--- src/rtl/exp_fifo.sv ---
// Expectation FIFO: holds the XOR of each accepted operand pair until the
// matching result arrives.
// Ports:
//   clk, rst_n      clock, async active-low reset (empties the FIFO)
//   clr             synchronous flush
//   push, din       write one entry (ignored when full)
//   pop             drop the head entry (ignored when empty)
//   head            current head entry, read from registered storage
//   full, empty     occupancy flags
//   count           occupancy, 0..DEPTH
module exp_fifo #(
  parameter int unsigned WIDTH = 16,
  parameter int unsigned DEPTH = 4,
  localparam int unsigned AW = $clog2(DEPTH),
  localparam int unsigned CW = AW + 1
) (
  input  logic             clk,
  input  logic             rst_n,
  input  logic             clr,
  input  logic             push,
  input  logic [WIDTH-1:0] din,
  input  logic             pop,
  output logic [WIDTH-1:0] head,
  output logic             full,
  output logic             empty,
  output logic [CW-1:0]    count
);

  logic [WIDTH-1:0] mem [DEPTH];
  logic [AW-1:0]    wr_ptr;
  logic [AW-1:0]    rd_ptr;
  logic             wr_en;
  logic             rd_en;

  assign full  = (count == CW'(DEPTH));
  assign empty = (count == '0);
  assign wr_en = push && !full;
  assign rd_en = pop && !empty;
  assign head  = mem[rd_ptr];

  // Storage; DEPTH is a power of two so the pointers wrap on overflow.
  always_ff @(posedge clk) begin
    if (wr_en && !clr) begin
      mem[wr_ptr] <= din;
    end
  end

  // Pointers and occupancy.
  always_ff @(posedge clk or negedge rst_n) begin
    if (!rst_n) begin
      wr_ptr <= '0;
      rd_ptr <= '0;
      count  <= '0;
    end else if (clr) begin
      wr_ptr <= '0;
      rd_ptr <= '0;
      count  <= '0;
    end else begin
      if (wr_en) wr_ptr <= wr_ptr + AW'(1);
      if (rd_en) rd_ptr <= rd_ptr + AW'(1);
      count <= count + CW'(wr_en) - CW'(rd_en);
    end
  end

endmodule

--- config.mk ---
export PLATFORM = sky130hd
export DESIGN_NAME = exp_fifo
export DESIGN_NICKNAME = d
export VERILOG_FILES = /design/src/rtl/exp_fifo.sv
export SDC_FILE = /design/constraint.sdc
export NUM_CORES = 1
export LEC_CHECK = 0
export ABC_AREA = 1
export BUFFER_PORTS_ARGS = -buffer_cell sky130_fd_sc_hd__clkbuf_2
export CAP_MARGIN = 20
export CORE_UTILIZATION = 63
export CTS_BUF_LIST = sky130_fd_sc_hd__clkbuf_2
export DETAILED_ROUTE_END_ITERATION = 8
export GPL_ROUTABILITY_DRIVEN = 0
export PLACE_DENSITY = 0.92
export REMOVE_ABC_BUFFERS = 1
export SLEW_MARGIN = 10
export SYNTH_ARGS = -nofsm -noshare
export SYNTH_HDL_FRONTEND = slang
export SYNTH_SLANG_ARGS = --single-unit
--- constraint.sdc ---
create_clock -name clk -period 3.4 [get_ports clk]
set_input_delay 0.85 -clock clk [delete_from_list [all_inputs] [get_ports clk]]
set_output_delay 0.85 -clock clk [all_outputs]
set_load 0.005 [all_outputs]
==> results.cfg <==
[synth]
synth_most_common_cell = edfxtp_1
synth_edf_count = 64
synth_top_cell_by_area = edfxtp_1
yosysWarnings = 0
synthDistinctLibCells = 20
synth_area_leaders = edfxtp_1 (67%), dfrtp_1 (6.1%), nor2_1 (5.5%)
synth_seq_cells = 71
synthesis.area_um2 = 2888
synth_common_cells = edfxtp_1 (64), nor2_1 (42), o21ai_0 (19)
synthArstFlopShare = 0.09859
ys_seq_area_frac = 0.7262
synth_top_area_share = 0.6655
ys.flop_type = edfxtp_1
synth.avg_cell_area_um2 = 13.25
synth_cells = 218

[clock_network]
ctsHoldBuffers = 0
cts_max_level = 3
clockBufferDepth = 2
numCtsBuffers = 9
cts.sinks = 71
cts_root_buf = clkbuf_2
clk-insertion-delay-late_ns = 0.46
cts_setup_buffers = 0
ctsResizeCount = 0
cts.clk_slew.worst_paths_ns = 0.17
tritoncts = yes

[place]
port-buffer-count = 41
placed_area_um2 = 3097
hpwl_um = 3068

[timing]
clock_skew_ns = 0.01667
slew_headroom = 0.5506
tns_ns = 0
clock.fmax_mhz = 340.1
period_minus_slack_ns = 2.940
rsz0062_at_grt = no
finalCritPeriodShare = 0.8647
finalHoldViolCount = 0
holdWs_ns = 0.1894
worstMarginPinSlew_ns = 0.6742
finalMaxSlewViolations = 0
final-setup-viol-count = 0

[drt]
firstDrtPassIters = 4
antenna_left = 0
routed-via-count = 1814
avgViaCountPerCell = 5.634
routed_wl_um = 4869
wire_per_inst_um = 15.12
drc = 0
drtIter0Drc = 196

[critical_path]
cp_slowest_stage_delay_ns = 0.75
cp-start-kind = register
path_max_fanout = 20
crit_chain = buf_4 -> o21ai_0 -> o22ai_1 -> clkbuf_2
critical_path_required_ns = 2.55
critPathCaptureType = primary output
cp.arrival_ns = 2.09
cp_slowest_cell = dfrtp_1
r2r_slack_ns = 1.24
path_class = reg2out

[power]
p_per_area_nw_per_um2 = 650.6
total_leakage_power_uw = 0.001266
ir_worst_vdd_mv = 0.5395
power.total_uw = 2081

[grt]
grt_overflow = 0
grt_pass1_wl_um = 7948
grt_pass1_vias = 1772
grt_max_degree = 34
grtUsageTotal = 0.2228
antenna_found_initial = 0

[final_layout]
post-route-cell-area_um2 = 3198
syn_to_final_growth_pct = 10.75
drive_gt1_frac = 0.2296
nFillCells = 286
multi_input_area_um2 = 620.6
ff_latch_area_um2 = 2097
final_nets = 293
diodes = 0

[die]
coreArea_um2 = 4384
row_count = 24
dieWidth_um = 69.71
initial_utilization = 0.6587
die_h_um = 69.71
pin_count = 42
die-area_um2 = 4859

[min_path]
hp-class = in2async

[run]
maxCapViolations = 0

[run_status]
status = complete, no violations
area by class of cell:
| type | instances | area share |
|---|---|---|
| tap | 52 | 0.02034 |
| timing repair buffer | 46 | 0.07590 |
| clock buffer | 10 | 0.01565 |
| inverter | 17 | 0.02230 |
| sequential | 71 | 0.6557 |
| clock inverter | 6 | 0.01604 |
| multi-input combinational | 120 | 0.1941 |
path summary, 6_finish.rpt:
check                      startpoint        end  cells past startpoint
max in group asynchronous       rst_n  rd_ptr[1]                      1
max reg2reg                  count[1]   count[2]                     12
min reg2reg                 wr_ptr[1]  wr_ptr[1]                      2
min in group clk                  clr   count[1]                      2
max                         rd_ptr[0]    head[0]                      4
min                             rst_n   count[2]                      1
registers in the layout (all words and copies together), names as in the netlist:
name,count
count,3
mem,64
wr_ptr,2
rd_ptr,2
routing by layer:
layer  up-vias  track usage  wire, um
li1        889            -         -
met1       840       0.2709      1946
met2        76       0.3581      2436
met3         9      0.07558       430
met4         0       0.1111        56
met5         -            0         0
logic make-up after synthesis:
logic type                 Yosys count  share of synthesized area
AOI/OAI and AO/OA                   49                    0.09185
buffers and inverters               27                    0.05892
DFF                                 71                     0.7262
adders and majority gates            7                    0.03293
and+or+nand+nor                     64                    0.09012
where the power goes:
group	internal, uW	leakage [uW]	switching [uW]	total [uW]
sequential	1030	0.000673	69.8	1100
combinational	228	0.000525	336	565
clock	164	0.0000682	257	421
placed cells by master, fill, tap and decap left out, drive strengths merged:
| cell | instances |
|---|---|
| edfxtp | 64 |
| clkbuf | 51 |
| nor2 | 42 |
| o21ai | 32 |
| o22ai | 16 |
| inv | 16 |
| nand2 | 11 |
| dfrtp | 7 |
| nand3 | 6 |
| ha | 6 |
| clkinv | 6 |
| buf | 5 |
| nand4 | 4 |
| or2 | 1 |
| a21oi | 1 |
| fa | 1 |
| bufinv | 1 |
through the flow:
stage          instances  worst slack (ns)    util
2_1_floorplan        208             1.182       -
3_3_place_gp         306             1.095  0.7063
3_5_place_dp         306             1.004  0.7063
4_1_cts              322            0.4431  0.7295
5_1_grt              322            0.3285  0.7295
6_report             322            0.4601  0.7295
critical path: cells and delay by family, from the launching register on:
kind / cells / cell delay (ns)
flip-flops: 1 / 0.75
buffers and inverters: 2 / 0.49
AO/OA/AOI/OAI: 2 / 0.39
Note: power is estimated with default switching activity, not from simulation.
